==> config.mk <==
export PLATFORM = sky130hd
export DESIGN_NAME = ram_sdp
export DESIGN_NICKNAME = d
export VERILOG_FILES = /design/src/rtl/ram_sdp.sv
export SDC_FILE = /design/constraint.sdc
export NUM_CORES = 1
export LEC_CHECK = 0
export CAP_MARGIN = 20
export CORE_AREA = 5 5 231 233
export CTS_CLUSTER_SIZE = 24
export DETAILED_ROUTE_END_ITERATION = 8
export DIE_AREA = 0 0 236 238
export HOLD_SLACK_MARGIN = 0.15
export PLACE_DENSITY = 0.66
export SYNTH_ARGS = -nofsm -noshare
export SYNTH_HDL_FRONTEND = slang
export SYNTH_SLANG_ARGS = --single-unit
==> constraint.sdc <==
create_clock -name i_clk_ram -period 3.76 [get_ports i_clk_ram]
set_input_delay 0.376 -clock i_clk_ram [delete_from_list [all_inputs] [get_ports i_clk_ram]]
set_output_delay 0.376 -clock i_clk_ram [all_outputs]
set_load 0.02 [all_outputs]
==> src/rtl/ram_sdp.sv <==
// Simple dual-port RAM: byte-enabled writes, 1/2-cycle pipelined reads and a zeroing clear sweep.
// Define RAM_SDP_PARITY_EN to store and check one even-parity bit per byte.
module ram_sdp #(
    parameter int unsigned DATA_WIDTH     = 32,
    parameter int unsigned ADDR_WIDTH     = 4,
    parameter int unsigned RD_LATENCY     = 1,
    parameter int unsigned COLLISION_MODE = 0
) (
    input  logic                    i_clk_ram,
    input  logic                    i_rstn_ram,
    input  logic                    i_en_ram,
    input  logic                    i_we_ram,
    input  logic [DATA_WIDTH/8-1:0] i_be_ram,
    input  logic [ADDR_WIDTH-1:0]   i_waddr_ram,
    input  logic [DATA_WIDTH-1:0]   i_wdata_ram,
    input  logic                    i_re_ram,
    input  logic [ADDR_WIDTH-1:0]   i_raddr_ram,
    input  logic                    i_clr_ram,
    output logic [DATA_WIDTH-1:0]   o_rdata_ram,
    output logic                    o_rvalid_ram,
    output logic                    o_busy_ram,
    output logic                    o_perr_ram
);
    localparam int unsigned NB    = DATA_WIDTH / 8;
    localparam int unsigned DEPTH = 2 ** ADDR_WIDTH;

    typedef enum logic {StClear, StIdle} state_e;

    state_e                r_state, w_state_nxt;
    logic [ADDR_WIDTH-1:0] r_clr_addr, w_clr_addr_nxt;
    logic                  w_busy, w_wr_acc, w_rd_acc, w_collide;
    logic [DATA_WIDTH-1:0] w_wmask, w_wr_word, w_rd_word;
    logic                  w_rd_perr;
    logic                  w_s_valid, w_s_perr;
    logic [DATA_WIDTH-1:0] w_s_data;
    logic [DATA_WIDTH-1:0] r_rdata;
    logic                  r_rvalid, r_perr;

    logic [DATA_WIDTH-1:0] r_mem [DEPTH];

    always_ff @(posedge i_clk_ram or negedge i_rstn_ram) begin
        if (!i_rstn_ram) begin
            r_state    <= StClear;
            r_clr_addr <= '0;
        end else begin
            r_state    <= w_state_nxt;
            r_clr_addr <= w_clr_addr_nxt;
        end
    end

    // The sweep address wraps back to 0 on the last word, ready for the next sweep.
    always_comb begin
        w_state_nxt    = r_state;
        w_clr_addr_nxt = '0;
        unique case (r_state)
            StClear: begin
                w_clr_addr_nxt = r_clr_addr + 1'b1;
                if (&r_clr_addr) w_state_nxt = StIdle;
            end
            StIdle: begin
                if (i_clr_ram) w_state_nxt = StClear;
            end
        endcase
    end

    always_comb begin
        w_busy = (r_state == StClear);
    end

    assign o_busy_ram = w_busy;
    assign w_wr_acc   = i_en_ram & i_we_ram & ~w_busy;
    assign w_rd_acc   = i_en_ram & i_re_ram & ~w_busy;
    assign w_collide  = w_wr_acc && (i_waddr_ram == i_raddr_ram);

    always_comb begin
        w_wmask = '0;
        for (int i = 0; i < NB; i++) w_wmask[8*i +: 8] = {8{i_be_ram[i]}};
    end

    assign w_wr_word = (r_mem[i_waddr_ram] & ~w_wmask) | (i_wdata_ram & w_wmask);
    assign w_rd_word = (COLLISION_MODE == 1 && w_collide) ? w_wr_word : r_mem[i_raddr_ram];

    always_ff @(posedge i_clk_ram) begin
        if (w_busy) r_mem[r_clr_addr] <= '0;
        else if (w_wr_acc) r_mem[i_waddr_ram] <= w_wr_word;
    end

`ifdef RAM_SDP_PARITY_EN
    logic [NB-1:0] r_par [DEPTH];
    logic [NB-1:0] w_wr_par, w_rd_par;

    function automatic logic [NB-1:0] f_par(input logic [DATA_WIDTH-1:0] d);
        logic [NB-1:0] p;
        p = '0;
        for (int i = 0; i < NB; i++) p[i] = ^d[8*i +: 8];
        return p;
    endfunction

    // Unwritten bytes keep their stored parity so an existing error is not masked.
    assign w_wr_par  = (r_par[i_waddr_ram] & ~i_be_ram) | (f_par(i_wdata_ram) & i_be_ram);
    assign w_rd_par  = (COLLISION_MODE == 1 && w_collide) ? w_wr_par : r_par[i_raddr_ram];
    assign w_rd_perr = |(w_rd_par ^ f_par(w_rd_word));

    always_ff @(posedge i_clk_ram) begin
        if (w_busy) r_par[r_clr_addr] <= '0;
        else if (w_wr_acc) r_par[i_waddr_ram] <= w_wr_par;
    end
`else
    assign w_rd_perr = 1'b0;
`endif

    generate
        if (RD_LATENCY == 2) begin : g_lat2
            logic                  r_p1_valid, r_p1_perr;
            logic [DATA_WIDTH-1:0] r_p1_data;

            always_ff @(posedge i_clk_ram or negedge i_rstn_ram) begin
                if (!i_rstn_ram) begin
                    r_p1_valid <= 1'b0;
                    r_p1_perr  <= 1'b0;
                    r_p1_data  <= '0;
                end else begin
                    r_p1_valid <= w_rd_acc;
                    if (w_rd_acc) begin
                        r_p1_data <= w_rd_word;
                        r_p1_perr <= w_rd_perr;
                    end
                end
            end

            assign w_s_valid = r_p1_valid;
            assign w_s_data  = r_p1_data;
            assign w_s_perr  = r_p1_perr;
        end else begin : g_lat1
            assign w_s_valid = w_rd_acc;
            assign w_s_data  = w_rd_word;
            assign w_s_perr  = w_rd_perr;
        end
    endgenerate

    always_ff @(posedge i_clk_ram or negedge i_rstn_ram) begin
        if (!i_rstn_ram) begin
            r_rvalid <= 1'b0;
            r_perr   <= 1'b0;
            r_rdata  <= '0;
        end else begin
            r_rvalid <= w_s_valid;
            r_perr   <= w_s_valid & w_s_perr;
            if (w_s_valid) r_rdata <= w_s_data;
        end
    end

    assign o_rdata_ram  = r_rdata;
    assign o_rvalid_ram = r_rvalid;
    assign o_perr_ram   = r_perr;
endmodule

==> run_results.csv <==
group,metric,value,unit
outcome,status,"finished clean",
floorplan,dieArea,56200,um2
sta,timing.final.ws_setup,0.806,ns
sta,max_clock_freq,338,MHz
final_layout,final_layout_size_suffix_gt1_frac,0.272,
placement,place_ws,0.526,ns
synth,yosysSeqAreaShare,0.650,
final_layout,post-route-util,0.568,
synth,synth_edf_count,512,
synth,synth-warning-count,0,
synth,synth.ff_latch_count,550,
grt,grt_overflow_total,0,
sta,final_min_period_over_clock_period,0.786,
worst_setup_path,critical_path.startpoint_type,"flip-flop",
sta,worst_clock_skew,0.0165,ns
pwr,cellPowerDensity,627,nW/um2
worst_setup_path,crit-reg2reg-launch,"r_state$_DFF_PN0_",
floorplan,placement_rows,83,
cts,clock_tree_from_tritoncts,"done",
final_layout,area_growth,15.3,%
pwr,cell_internal_pwr,13.0,mW
sta,finalHoldViolCount,0,
worst_setup_path,cp_slowest_stage_delay,0.56,ns
worst_setup_path,largest_delay_contributor_family_on_the_critical_path,"simple AND/OR/NAND/NOR gates",
grt,grt_antenna_before_repair,0,
pwr,p_switching,5.11,mW
route,drc,0,
floorplan,die_h,238,um
sta,final.setup.tns,0,ns
worst_setup_path,worst_r2r_path_depth,5,
placement,dpl_cell_area,27000,um2
final_layout,antenna_cells_inserted,0,
cts,clock_sinks,550,
route,drt_pass1_iterations,5,
worst_setup_path,timing.rr.end,"r_mem[12][0]$_DFFE_PP_",
job,max_cap_viol_count,0,
placement,gp_congestion,0.778,
placement,hpwl,39400,um
worst_setup_path,cp.buffers_inverters,2,
floorplan,boundaryPins,85,
worst_setup_path,crit_arrival,3.26,ns
cts,root_buffer,"sky130_fd_sc_hd__clkbuf_16",
cts,worstSkewPairLatency,0.61,ns
synth,syn_nets,1368,
pwr,share_clk_of_total_power,0.320,
synth,synth_cells,1317,
placement,buffer_ports.inserted,83,
grt,largest_net_degree_at_the_start_of_global_routing,67,
worst_setup_path,worst-setup-path-type,"reg -> reg",
worst_setup_path,ff2ff_setup_slack,0.81,ns
cts,cts_buffer_depth,3,
synth,netlist_area,25100,um2
final_layout,postLayoutCellArea,28900,um2
worst_setup_path,critPathLaunch,"r_state$_DFF_PN0_",
sta,worst_slew_slack_as_a_fraction_of_its_limit,0.297,
synth,synth-async-reset-ratio,0.0691,
route,detailedRoute.firstIterationViolations,1666,
cts,ctsHtreeMaxLevel,2,
worst_setup_path,worstSetupPathDepth,5,
route,number_of_nets_still_failing_antenna_checks_after_routing,0,
final_layout,fillCellCount,3813,
cts,cts-buffers-inserted,56,
worst_setup_path,crit_path_top_delay_cell,"sky130_fd_sc_hd__dfrtp_1",
cts,worst_setup_hold_path_clk_slew,0.06,ns
final_layout,layout.cells.most_common_list,"sky130_fd_sc_hd__edfxtp_1 (512), sky130_fd_sc_hd__mux4_2 (221), sky130_fd_sc_hd__mux2i_1 (136)",
grt,grt.total_usage,0.239,
floorplan,die_width,236,um
worst_setup_path,path_max_fanout,33,
synth,synth.distinct_cells,36,
final_layout,number_of_nets_in_the_layout,1449,
pwr,total_power,18.2,mW
final_layout,layout_commonest_cell,"sky130_fd_sc_hd__edfxtp_1",
pwr,power.ir.vdd_worst,0.398,mV
pwr,combPwrFrac,0.204,
grt,grt_pass1_vias,14400,
worst_setup_path,required,4.07,ns
route,avgViaCountPerCell,6.67,
worst_setup_path,crit_chain,"and3_2 > buf_4 > a32oi_1 > nor2_4 > buf_12",
sta,layout_min_cycle_time,2.95,ns
sta,slew_viol_final,0,
pwr,sw_frac_of_total,0.281,
floorplan,core-area,51000,um2
sta,setup_viol,0,
synth,synth_area_per_cell,19.1,um2
synth,most_used_flip_flop_cell_after_synthesis,"sky130_fd_sc_hd__edfxtp_1",
pwr,p_leak,9.73,nW
sta,rsz0062_at_grt,"no",
floorplan,initial_core_util,0.492,
pwr,pwr-share-seq,0.476,
hold_path,timing.hold.worst.class,"in -> reg",
cts,post_cts_resized,0,
route,routed_wirelength,67400,um
worst_setup_path,worstSetupEndpointType,"flip-flop",
route,post_drt_wl_per_cell,31.8,um
route,detailroute.via_count,14200,
grt,grt_pass1_wl,98600,um
sta,worst-slew-pin-transition,1.05,ns
worst_setup_path,worst_setup_path_endpoint,"r_mem[12][0]$_DFFE_PP_",
[synthesized netlist by cell type, types with 3 or more instances]
library cell,number,area (um2)
sky130_fd_sc_hd__a31o_1,32,280
sky130_fd_sc_hd__a22oi_1,62,465
sky130_fd_sc_hd__inv_1,6,22.5
sky130_fd_sc_hd__buf_6,10,113
sky130_fd_sc_hd__nor2_1,21,78.8
sky130_fd_sc_hd__nand3_1,37,185
sky130_fd_sc_hd__nand2_1,34,128
sky130_fd_sc_hd__buf_1,9,33.8
sky130_fd_sc_hd__buf_2,34,170
sky130_fd_sc_hd__o22ai_1,32,200
sky130_fd_sc_hd__nor3_1,3,15.0
sky130_fd_sc_hd__dfrtp_1,38,951
sky130_fd_sc_hd__mux2i_1,136,1360
sky130_fd_sc_hd__buf_4,3,22.5
sky130_fd_sc_hd__a31oi_1,4,25.0
sky130_fd_sc_hd__edfxtp_1,512,15400
sky130_fd_sc_hd__or3_1,8,50.1
sky130_fd_sc_hd__mux4_2,221,4980
sky130_fd_sc_hd__nor2b_1,6,37.5
sky130_fd_sc_hd__clkbuf_1,55,206
sky130_fd_sc_hd__o211ai_1,31,233
[tightest hold or removal path: stages]
cell and delay (ns):
sky130_fd_sc_hd__buf_4 0.15, sky130_fd_sc_hd__o211ai_1 0.15, sky130_fd_sc_hd__nand3_1 0.09
[power groups by stage]
stage          Sequential [mW]  Clock, mW  Combinational (mW)
2_1_floorplan             8.76          0                1.91
3_3_place_gp              8.69          0                3.69
3_5_place_dp              8.75          0                3.72
4_1_cts                   8.63       5.89                3.73
5_1_grt                   8.74       6.17                3.91
6_report                  8.65       5.81                3.70
[how the worst min path moves through the flow]
stage	start	endpoint	slack (ns)	cells after the start
detailed placement	o_rdata_ram[16]$_DFFE_PN0P_	o_rdata_ram[16]$_DFFE_PN0P_	0.48	2
floorplan	i_rstn_ram	o_rdata_ram[0]$_DFFE_PN0P_	0.08	0
global placement	o_rdata_ram[16]$_DFFE_PN0P_	o_rdata_ram[16]$_DFFE_PN0P_	0.47	2
global route	i_raddr_ram[1]	o_rdata_ram[1]$_DFFE_PN0P_	0.20	3
CTS	i_raddr_ram[1]	o_rdata_ram[1]$_DFFE_PN0P_	0.16	3
finish	i_raddr_ram[1]	o_rdata_ram[1]$_DFFE_PN0P_	0.20	3
[layout make-up]
class,instances,area (um2),share of cell area
Tap cell,680,851,0.0294
Multi-Input combinational cell,650,8350,0.288
Sequential cell,550,16300,0.564
Clock inverter,33,398,0.0137
Inverter,6,22.5,0.000778
Timing Repair Buffer,134,1450,0.0501
Clock buffer,70,1550,0.0534
[what timing repair did]
| item | CTS | global route |
|---|---|---|
| endpoints found under the hold margin | 20 | 0 |
| buffers inserted | 0 | 0 |
| hold buffers | 1 | 0 |
[cell families (layout without fill, tap and decap cells)]
| logic type | after synthesis | in the layout | share of synthesized area |
|---|---|---|---|
| and+or+nand+nor | 121 | 121 | 0.0232 |
| muxes | 358 | 358 | 0.253 |
| DFF | 550 | 550 | 0.650 |
| AOI/OAI and AO/OA | 167 | 167 | 0.0494 |
| xor gates and xnor gates | 2 | 2 | 0.000698 |
| buffers and inverters | 117 | 243 | 0.0226 |
| adders and majority gates | 1 | 1 | 0.000498 |
| other | 1 | 1 | 0.000149 |
[stage by stage]
step | cells | hold WS [ns]
global placement | 2019 | 0.472
floorplan | 1317 | 0.0804
detailed placement | 2019 | 0.479
global route | 2123 | 0.204
CTS | 2123 | 0.161
finish | 2123 | 0.200
[state kept, by name (all words and copies together), names as in the netlist]
name	cells
r_mem	512
o_rvalid_ram	1
r_state	1
r_clr_addr	4
o_rdata_ram	32
[metal layers]
layer / vias up / part of all wire / track usage
li1: 5800 / - / -
met1: 7506 / 0.40 / 0.343
met2: 758 / 0.49 / 0.387
met3: 106 / 0.091 / 0.0450
met4: 0 / 0.022 / 0.0572
met5: - / 0 / 0
No activity file was read; power rests on OpenSTA's default activity.
